<file path="src/rtl/ili934x_cmd_decoder.sv">
// ILI934x write-stream command decoder: CASET/PASET window tracking and RAMWR pixel unpacking.
// Optional statistics counters are built only when ILI934X_DEC_STATS_EN is defined.
package ili934x_pkg;
    typedef struct packed {
        logic       is_cmd;
        logic [7:0] byte_pack;
    } wr_item_t;
endpackage

module ili934x_cmd_decoder
    import ili934x_pkg::*;
#(
    parameter int H_RES = 240,
    parameter int V_RES = 320
) (
    input  logic        clk,
    input  logic        rst,
    input  logic        item_valid,
    input  wr_item_t    item,
    output logic        item_ready,
    output logic        pix_valid,
    output logic [15:0] pix_x,
    output logic [15:0] pix_y,
    output logic [15:0] pix_data,
    input  logic        pix_ready,
    output logic [15:0] win_xs,
    output logic [15:0] win_xe,
    output logic [15:0] win_ys,
    output logic [15:0] win_ye,
    output logic        cmd_unknown,
    output logic [31:0] pix_count,
    output logic [15:0] drop_count
);

    localparam logic [15:0] X_MAX = 16'(H_RES - 1);
    localparam logic [15:0] Y_MAX = 16'(V_RES - 1);

    typedef enum logic [2:0] {
        S_CMD      = 3'd0,
        S_CASET    = 3'd1,
        S_PASET    = 3'd2,
        S_RAMWR_HI = 3'd3,
        S_RAMWR_LO = 3'd4,
        S_SKIP     = 3'd5
    } state_t;

    state_t      state_r;
    logic [1:0]  arg_cnt_r;
    logic [23:0] arg_r;
    logic [7:0]  hi_r;
    logic [15:0] cur_x_r, cur_y_r;
    logic        pix_valid_r;
    logic [15:0] pix_x_r, pix_y_r, pix_data_r;
    logic [15:0] win_xs_r, win_xe_r, win_ys_r, win_ye_r;
    logic        cmd_unknown_r;

    logic        take_s;
    logic        pix_hs_s;
    logic [15:0] adv_x_s, adv_y_s;
    logic [15:0] lim_s, com_start_s, com_end_s;

    function automatic logic [15:0] clamp16(input logic [15:0] v, input logic [15:0] lim);
        return (v > lim) ? lim : v;
    endfunction

    function automatic logic [15:0] order_end(input logic [15:0] s, input logic [15:0] e);
        return (e < s) ? s : e;
    endfunction

    assign take_s     = item_valid && item_ready;
    assign pix_hs_s   = pix_valid_r && pix_ready;
    assign item_ready = !(pix_valid_r && !pix_ready);

    // Cursor position after this cycle's pixel handshake (row-major, full-window wrap).
    always_comb begin
        adv_x_s = cur_x_r;
        adv_y_s = cur_y_r;
        if (pix_hs_s) begin
            if (cur_x_r == win_xe_r) begin
                adv_x_s = win_xs_r;
                if (cur_y_r == win_ye_r) begin
                    adv_y_s = win_ys_r;
                end else begin
                    adv_y_s = cur_y_r + 16'd1;
                end
            end else begin
                adv_x_s = cur_x_r + 16'd1;
                adv_y_s = cur_y_r;
            end
        end else begin
            adv_x_s = cur_x_r;
            adv_y_s = cur_y_r;
        end
    end

    // Clamped window values committed on the fourth CASET/PASET argument byte.
    always_comb begin
        lim_s = X_MAX;
        if (state_r == S_PASET) begin
            lim_s = Y_MAX;
        end else begin
            lim_s = X_MAX;
        end
        com_start_s = clamp16(arg_r[23:8], lim_s);
        com_end_s   = order_end(com_start_s, clamp16({arg_r[7:0], item.byte_pack}, lim_s));
    end

    // Main decoder FSM with registered pixel and window outputs.
    always_ff @(posedge clk) begin
        if (rst) begin
            state_r       <= S_CMD;
            arg_cnt_r     <= 2'd0;
            arg_r         <= 24'd0;
            hi_r          <= 8'd0;
            cur_x_r       <= 16'd0;
            cur_y_r       <= 16'd0;
            pix_valid_r   <= 1'b0;
            pix_x_r       <= 16'd0;
            pix_y_r       <= 16'd0;
            pix_data_r    <= 16'd0;
            win_xs_r      <= 16'd0;
            win_xe_r      <= X_MAX;
            win_ys_r      <= 16'd0;
            win_ye_r      <= Y_MAX;
            cmd_unknown_r <= 1'b0;
        end else begin
            cmd_unknown_r <= 1'b0;
            cur_x_r       <= adv_x_s;
            cur_y_r       <= adv_y_s;
            if (pix_hs_s) begin
                pix_valid_r <= 1'b0;
            end
            if (take_s) begin
                if (item.is_cmd) begin
                    // A command always aborts whatever sequence was in progress.
                    arg_cnt_r <= 2'd0;
                    case (item.byte_pack)
                        8'h2A: state_r <= S_CASET;
                        8'h2B: state_r <= S_PASET;
                        8'h2C: begin
                            state_r <= S_RAMWR_HI;
                            cur_x_r <= win_xs_r;
                            cur_y_r <= win_ys_r;
                        end
                        default: begin
                            state_r       <= S_SKIP;
                            cmd_unknown_r <= 1'b1;
                        end
                    endcase
                end else begin
                    case (state_r)
                        S_CASET, S_PASET: begin
                            if (arg_cnt_r == 2'd3) begin
                                if (state_r == S_CASET) begin
                                    win_xs_r <= com_start_s;
                                    win_xe_r <= com_end_s;
                                end else begin
                                    win_ys_r <= com_start_s;
                                    win_ye_r <= com_end_s;
                                end
                                arg_cnt_r <= 2'd0;
                                state_r   <= S_CMD;
                            end else begin
                                arg_r     <= {arg_r[15:0], item.byte_pack};
                                arg_cnt_r <= arg_cnt_r + 2'd1;
                            end
                        end
                        S_RAMWR_HI: begin
                            hi_r    <= item.byte_pack;
                            state_r <= S_RAMWR_LO;
                        end
                        S_RAMWR_LO: begin
                            pix_valid_r <= 1'b1;
                            pix_data_r  <= {hi_r, item.byte_pack};
                            pix_x_r     <= adv_x_s;
                            pix_y_r     <= adv_y_s;
                            state_r     <= S_RAMWR_HI;
                        end
                        default: state_r <= state_r;
                    endcase
                end
            end
        end
    end

`ifdef ILI934X_DEC_STATS_EN
    logic [31:0] pix_count_r;
    logic [15:0] drop_count_r;
    logic        drop_s;

    assign drop_s = take_s && !item.is_cmd && ((state_r == S_CMD) || (state_r == S_SKIP));

    // Pixel handshake counter (wrapping) and dropped-data counter (saturating).
    always_ff @(posedge clk) begin
        if (rst) begin
            pix_count_r  <= 32'd0;
            drop_count_r <= 16'd0;
        end else begin
            if (pix_hs_s) begin
                pix_count_r <= pix_count_r + 32'd1;
            end
            if (drop_s && (drop_count_r != 16'hFFFF)) begin
                drop_count_r <= drop_count_r + 16'd1;
            end
        end
    end

    assign pix_count  = pix_count_r;
    assign drop_count = drop_count_r;
`else
    assign pix_count  = 32'd0;
    assign drop_count = 16'd0;
`endif

    assign pix_valid   = pix_valid_r;
    assign pix_x       = pix_x_r;
    assign pix_y       = pix_y_r;
    assign pix_data    = pix_data_r;
    assign win_xs      = win_xs_r;
    assign win_xe      = win_xe_r;
    assign win_ys      = win_ys_r;
    assign win_ye      = win_ye_r;
    assign cmd_unknown = cmd_unknown_r;

endmodule

</file>
<file path="config.mk">
export PLATFORM = sky130hd
export DESIGN_NAME = ili934x_cmd_decoder
export DESIGN_NICKNAME = d
export VERILOG_FILES = /design/src/rtl/ili934x_cmd_decoder.sv
export SDC_FILE = /design/constraint.sdc
export NUM_CORES = 1
export LEC_CHECK = 0
export ABC_AREA = 1
export CAP_MARGIN = 5
export CELL_PAD_IN_SITES_DETAIL_PLACEMENT = 0
export CELL_PAD_IN_SITES_GLOBAL_PLACEMENT = 2
export CORE_MARGIN = 2
export CORE_UTILIZATION = 31
export DETAILED_ROUTE_END_ITERATION = 8
export PLACE_DENSITY = 0.87
export SYNTH_ARGS = -nofsm -noshare
export SYNTH_HDL_FRONTEND = slang
export SYNTH_SLANG_ARGS = --single-unit
</file>
<file path="constraint.sdc">
create_clock -name clk -period 9.3 [get_ports clk]
set_input_delay 1.86 -clock clk [delete_from_list [all_inputs] [get_ports clk]]
set_output_delay 1.86 -clock clk [all_outputs]
set_load 0.05 [all_outputs]
</file>
Yosys cells after proc, flatten, opt, wreduce, memory -nomap -nowiden
Cells that the tools add are included.
W data, S select, Z words.

word-level totals
  register bits = 183
  bits of input ports = 13
  output and inout port bits = 163
  word-level logic and storage cells = 80

operators by class
  $add $sub $neg = 3
  magnitude comparators = 3
  eq/ne operators = 11
  muxes and demuxes = 27
  bitwise operators = 4
  reduce and logical (&&, ||, !) cells = 17

operator list
  cell                     count
  $mux W16                 14
  $add A16 B1 Y16 const B  2
  $eq A16 B16 Y1           2
  $gt A16 B16 Y1           2
  $eq A8 B6 Y1 const B     3
  $pmux W3 S3              2
  $lt A16 B16 Y1           1
  $reduce_and A5 Y1        2
  $mux W9                  1
  $reduce_and A3 Y1        3
  $eq A3 B2 Y1 const B     2
  $mux W2                  3
  $mux W3                  2
  $reduce_or A3 Y1         2
  $mux W1                  5
  $not A1 Y1               4
  $reduce_and A4 Y1        1
  $reduce_bool A4 Y1       1
  $eq A3 B1 Y1 const B     1
  $eq A3 B3 Y1 const B     1
  $logic_and A1 B1 Y1      3
  $ne A3 B3 Y1 const B     1
  $add A2 B1 Y2 const B    1
  $eq A2 B2 Y1 const B     1
  4 further kinds          5

Longest topological paths before layout
Gate-level depths: netlist (run 1).

  depth in word-level cells = 7
  gate-level depth with buffers = 26
  gate-level depth less buffers = 26

Worst setup path after synthesis (run 1)
Ideal clock, no wire load.

  path kind = in2reg
  from = input port item[7] (netlist bit)
  to = register win_ye_r[6] (netlist: win_ye[6])
  setup time = 109 ps
  data arrival time = 4,299 ps
  data required time = 9,191 ps
  path slack = 4,892 ps
  cell stages on the path = 21
  path buffers = 1
  path through = ha_1 nand2_1 o21ai_0 nand2_1 nand2_1 nand2_1 inv_1 clkbuf_1 nand2_1 o21ai_0 inv_1 ha_1 a21oi_1 nand3b_1 a21oi_1 a2111oi_4 nand2_4 nand2_1 nand3_1 nand2_1 inv_1

between the ends
  word-level cells in the longest chain between the ends = 4

ends and longest elaborated chain
  what                    RTL line  RTL
  start: declaration      19        input wr_item_t item,
  $gt A16 B16 Y1          63        return (v > lim) ? lim : v;
  $mux W16 *              63
  $lt A16 B16 Y1          67        return (e < s) ? s : e;
  $mux W16 *              67
  end signal: assignment  159       win_ye_r <= com_end_s;
  end: declaration        54        logic [15:0] win_xs_r, win_xe_r, win_ys_r, win_ye_r;

Every way passes the cells marked *; elsewhere a longest branch is shown, timed or not.
A chain may end at the register's enable or synchronous reset.

Worst setup path after layout (run 1)
  from = input port pix_ready
  to = output port item_ready

between the ends
  word-level cells in the longest chain between the ends = 3

ends and longest elaborated chain
  what                 RTL line  RTL
  start: declaration   25        input logic pix_ready,
  $logic_not A1 Y1     72        assign item_ready = !(pix_valid_r && !pix_ready);
  $logic_and A1 B1 Y1  72
  $logic_not A1 Y1     72
  end: declaration     20        output logic item_ready,

Every way passes these cells.

==> results.ini, run 1 <==
[setup_path]
cp-end-kind = primary output
cp_max_fo = 3
cpPeakStageDelay_ns = 0.83
path_buf_inv = 3
path_delay_family = buffers and inverters
crit_slowest_cell = clkdlybuf4s50_1
crit_top_cell = clkdlybuf4s50_1
start_kind = primary input
crit_chain = clkdlybuf4s50_1, nor2_1, inv_2, clkdlybuf4s50_1
criticalPathCategory = in -> out
required_ns = 7.44
cp_data_arrival_time_ns = 3.32

[sta]
finalSetupViolCount = 0
final_max_slew_viol_count = 0
fin_ws_ns = 4.12
worst_slew_pin_slew_ns = 0.984
fin_setup_tns_ns = 0
finalCriticalPeriod_ns = 5.18
rsz0062_at_grt = no
finalHoldViolCount = 0
fmax_mhz = 193
fin_crit_sh = 0.556
max-slew-margin-rel = 0.344
finClkSkew_ns = 0.0206

[drt]
ant_nets = 0
vias_per_cell = 4.63
drtIter0Drc = 551
vias = 8498
wire_per_inst_um = 15.1
wl_um = 27700
drc = 0
drt-pass1-iter-count = 5

[floorplan]
io_pins = 176
core_area_mm2 = 0.0298
fp.dieArea_mm2 = 0.0318
die_h_um = 178
start_util = 0.316
num_rows = 63
die_w_um = 178

[yosys]
yosysMostFrequentCell = nand2_1
synth_area_mm2 = 0.00941
yosys.area.top_type_share = 0.389
yosys_register_bits = 183
async_flop_share = 0
synth_edf_count = 0
syn-instance-count = 1332
yosys-top-cells-area = dfxtp_1, nand2_1, inv_1
synth_top_area_cell = dfxtp_1
synth_top_cells_by_count = nand2_1, inv_1, dfxtp_1
ys_types = 43
synthFlopType = dfxtp_1
yosysWarnings = 0
ys_seq_area_frac = 0.389
syn_area_per_cell_um2 = 7.07

[place]
io_buffer_count = 127
place.gp.congestion = 0.834
hpwlAfterDp_um = 19800
dp_cells = 1805
place_ws_ns = 3.92

[power]
seq_power_share = 0.446
p_int_mw = 1.24
ir_worst_vdd_uv = 107
p_sw_mw = 0.580
p_sw_frac = 0.319
power_frac_clock = 0.393
p_per_area_mw_per_mm2 = 160
combPwrFrac = 0.161
p_leak_nw = 5.05

[cts]
cts_resized = 0
clock_sinks = 183
numCtsBuffers = 17
cts.htree.levels = 4
clk_latency_ns = 0.44
cts-root-buf = clkbuf_16
clk_pin_slew_ns = 0.07
cts_tree = yes
holdBufCountCts = 0
cts_buffer_depth = 2
post-cts-setup-buffer-count = 0

[grt]
antenna_found_initial = 0
gr-total-overflow = 0
grt_max_degree = 85
grt_pass1_vias = 7877
grt_pass1_wl_um = 43800
track_usage = 0.177

[flow_run]
maxCapViolCount = 0

[final_layout]
diodes = 0
fin_cells = 1836
syn_to_final_growth_pct = 20.9
drive_above_1_share = 0.0519
fillers = 3153
num-nets-final = 1473

[run_status]
status = complete, no violations

[worst_hold_path]
hold_class = reg -> reg

==> stage by stage <==
stage | instance area [µm²] | power (mW) | utilization | hold slack (ns)
5_1_grt | 11400 | 1.90 | 0.382 | 0.490
3_3_place_gp | 10800 | 1.12 | 0.363 | 0.450
3_5_place_dp | 10800 | 1.12 | 0.363 | 0.455
6_report | 11400 | 1.82 | 0.382 | 0.463
4_1_cts | 11400 | 1.84 | 0.382 | 0.467
2_1_floorplan | 9640 | 1.06 | - | 0.438
==> sequential cells by signal (all words and copies together) (netlist names) <==
name         count
arg_cnt_r        2
arg_r           24
cmd_unknown      1
cur_x_r         16
cur_y_r         16
hi_r             8
pix_data        16
pix_valid        1
pix_x           16
pix_y           16
state_r          3
win_xe          16
win_xs          16
win_ye          16
win_ys          16
==> cell type report <==
type	instances	area, µm²	share of cell area
well taps	390	488	0.0429
flip-flops and latches	183	3660	0.322
multi-input cells	903	4610	0.405
inverters	196	737	0.0648
clock inverters	13	131	0.0115
clock buffers	18	439	0.0386
repair buffers	133	1310	0.115
==> placed cells by master, fill, tap and decap left out, drive strengths merged <==
cell	instances
ha	26
a31oi	1
clkinvlp	2
inv	200
o22ai	3
o221ai	2
o211ai	36
a22oi	1
conb	62
a211oi	5
nand3	64
xnor2	18
a311o	1
nor2	174
clkbuf	18
clkdlybuf4s50	126
or2	2
nor3	36
a2111oi	1
nand3b	2
o21ai	136
clkinv	7
buf	7
nand2	197
a21oi	100
xor2	22
dfxtp	183
nor4	3
nand4	11
==> worst min-delay path, cell delays in order, from the launching register on <==
cell     delay, ns
dfxtp_1       0.31
nand2_1       0.06
a21oi_1       0.05
==> kinds of logic after synthesis <==
family	synth area share
and+or+nand+nor	0.223
buffers and inverters	0.146
AOI/OAI and AO/OA	0.168
DFF	0.389
xor gates and xnor gates	0.0372
adders and majority gates	0.0346
other	0.000798
==> power by group through the flow <==
stage / registers (mW) / clock network, mW / logic (mW)
3_3_place_gp: 0.828 / 0 / 0.289
5_1_grt: 0.812 / 0.763 / 0.325
3_5_place_dp: 0.828 / 0 / 0.291
2_1_floorplan: 0.859 / 0 / 0.199
6_report: 0.809 / 0.714 / 0.293
4_1_cts: 0.810 / 0.734 / 0.292
==> routing by layer <==
metal,vias to the layer above,routed length [µm],global-route usage,part of all wire
li1,4379,-,-,-
met1,3924,13200,0.242,0.48
met2,179,13100,0.295,0.47
met3,16,1120,0.0275,0.041
met4,0,219,0.0383,0.0079
met5,-,0,0,0
==> final timing paths <==
| check | cells past startpoint | slack (ns) | startpoint | end |
|---|---|---|---|---|
| worst max-delay path | 4 | 4.12 | pix_ready | item_ready |
| worst min-delay path | 2 | 0.46 | arg_r[20] | arg_r[20] |
| worst max register to register | 21 | 5.43 | state_r[1] | win_xe[8] |
| worst min register to register | 2 | 0.46 | arg_r[20] | arg_r[20] |
No activity file was read; power rests on OpenSTA's default activity.
==> run 2: changes to the inputs <==
CORE_UTILIZATION = 26   (was 31)
PLACE_DENSITY = 0.78   (was 0.87)
clock period = 4.5 ns   (was 9.3 ns; I/O delays follow)
==> run 2 against run 1 <==
Compared with the run above: register-to-register slack worse by 4.6 ns; count of clock-buffer cells in the layout is 1 higher; routed wire length is 8.1% higher; utilization is 5.5 points lower; sequential share of layout area is 0.72 points lower; worst setup slack worse by 3.3 ns; cell count is 4.8% higher; global-route usage is 1.9 points lower; sequential power is 110% higher; sequential cell count stayed put; critical path depth is 20 higher.
==> results.ini, run 2 (synthesis results as in run 1) <==
[run_status]
status = complete, no violations

[final_layout]
num-nets-final = 1491
syn_to_final_growth_pct = 23.7
final_common_cell = nand2_1
drive_above_1_share = 0.0635
largest_reg_flops = 24
utilization = 0.327
diodes = 0
layout_common_cells = nand2_1, inv_1, dfxtp_1, nor2_1, clkdlybuf4s50_1
top_register = arg_r

[sta]
finalCriticalPeriod_ns = 3.69
fin_setup_tns_ns = 0
finalSetupViolCount = 0
finClkSkew_ns = 0.0132
whs_ns = 0.461
fmax_mhz = 271
final_max_slew_viol_count = 0
worst_slew_pin_slew_ns = 0.805
fin_crit_sh = 0.820
max-slew-margin-rel = 0.461
rsz0062_at_grt = no
finalHoldViolCount = 0

[cts]
post-cts-setup-buffer-count = 0
holdBufCountCts = 0
clk_latency_ns = 0.45
cts.htree.levels = 4
clk_pin_slew_ns = 0.07
clock_sinks = 183
cts_buffer_depth = 2
numCtsBuffers = 17
cts-root-buf = clkbuf_16
cts_resized = 0
cts_tree = yes

[power]
p_int_mw = 2.67
power_frac_clock = 0.405
power_mw = 3.86
seq_power_share = 0.434
combPwrFrac = 0.161
ir_worst_vdd_uv = 269
p_leak_nw = 5.14
p_per_area_mw_per_mm2 = 332
p_sw_mw = 1.19
p_sw_frac = 0.307

[worst_hold_path]
min_from = arg_r[23]
min_path_cells = 2
hold_class = reg -> reg
hold_end = arg_r[23]

[setup_path]
crit_chain = inv_2, nor3_4, inv_2, ha_1, nand3_1, inv_1, nand2_1, nand2_1, nand2_1, inv_1, nand2_1, o21ai_0, inv_1, ha_1, a21oi_1, nand3b_1, a21oi_1, a2111oi_4, buf_4, nand2_4, nand2_1, nand3_1, nand2_1, inv_1
cp_max_fo = 11
cp_data_arrival_time_ns = 4.03
start_kind = flip-flop
crit_top_cell = nand2_1
r2r_slack_ns = 0.81
r2r-start = state_r[1]
r2r-end = win_ye[7]
rr_worst_depth = 24
criticalPathCategory = reg -> reg
path_buf_inv = 7
cp-end-kind = flip-flop
required_ns = 4.84
path_delay_family = simple AND/OR/NAND/NOR gates
cpPeakStageDelay_ns = 0.38
crit_slowest_cell = dfxtp_1

[drt]
vias_per_cell = 4.46
drt-pass1-iter-count = 5
drtIter0Drc = 572
wl_um = 30000
wire_per_inst_um = 15.6
ant_nets = 0
drc = 0
vias = 8594

[floorplan]
num_rows = 69
fp.dieArea_mm2 = 0.0377
die_w_um = 194
die_h_um = 194
start_util = 0.265
core_area_mm2 = 0.0356
io_pins = 176

[place]
io_buffer_count = 127
hpwlAfterDp_um = 21800
place.gp.congestion = 0.819

[grt]
track_usage = 0.158
antenna_found_initial = 0
grt_pass1_wl_um = 46800
grt_pass1_vias = 8105
gr-total-overflow = 0
grt_max_degree = 64

[flow_run]
maxCapViolCount = 0

==> run 2: changes by cell type in the layout (fill, tap and decap cells not counted), sizes merged <==
cell,before,now
bufinv,0,2
clkinvlp,2,3
clkbuf,18,19
inv,200,199
buf,7,25
clkinv,7,4
==> run 2: layout make-up <==
class                           count  area [µm²]
Clock buffer                       19         453
Timing Repair Buffer              151        1460
Tap cell                          461         577
Clock inverter                     12         140
Fill cell                        3883       23900
Sequential cell                   183        3660
Inverter                          196         737
Multi-Input combinational cell    903        4610
==> run 2: how the worst max path moves through the flow <==
stage / to / slack (ns) / depth (start not counted) / from
floorplan: win_ye[6] / 1.05 / 21 / item[7]
global placement: win_ye[7] / 0.48 / 22 / item[7]
detailed placement: win_ye[7] / 0.45 / 22 / item[7]
CTS: win_ye[7] / 0.81 / 24 / state_r[1]
global route: win_xe[8] / 0.42 / 24 / state_r[1]
finish: win_ye[7] / 0.81 / 24 / state_r[1]
==> run 2: worst register-to-register path: stages (launching register included) <==
cell,delay (ns)
dfxtp_1,0.38
inv_2,0.07
nor3_4,0.37
inv_2,0.23
ha_1,0.33
nand3_1,0.10
inv_1,0.07
nand2_1,0.05
nand2_1,0.05
nand2_1,0.09
inv_1,0.23
nand2_1,0.10
o21ai_0,0.09
inv_1,0.10
ha_1,0.18
a21oi_1,0.12
nand3b_1,0.11
a21oi_1,0.08
a2111oi_4,0.19
buf_4,0.24
nand2_4,0.11
nand2_1,0.11
nand3_1,0.07
nand2_1,0.07
inv_1,0.03
==> run 2: metal layers <==
metal,track usage,part of all wire,wire length [µm],vias to the layer above
li1,-,-,-,4411
met4,0.0354,0.011,320,0
met5,0,0,0,-
met1,0.216,0.48,14400,3957
met2,0.261,0.47,14100,201
met3,0.0250,0.038,1130,25
==> run 2: power groups by stage <==
stage	clock (mW)	combinational, mW	sequential (mW)
2_1_floorplan	0	0.411	1.78
3_3_place_gp	0	0.615	1.71
3_5_place_dp	0	0.619	1.71
4_1_cts	1.60	0.622	1.67
5_1_grt	1.66	0.687	1.68
6_report	1.56	0.622	1.67
==> run 2: metrics by stage <==
step                instance area, µm²  instances  setup slack [ns]
floorplan                         9640       1392              1.05
global placement                 11000       1894             0.484
detailed placement               11000       1894             0.449
CTS                              11600       1925             0.811
global route                     11600       1925             0.421
finish                           11600       1925             0.811
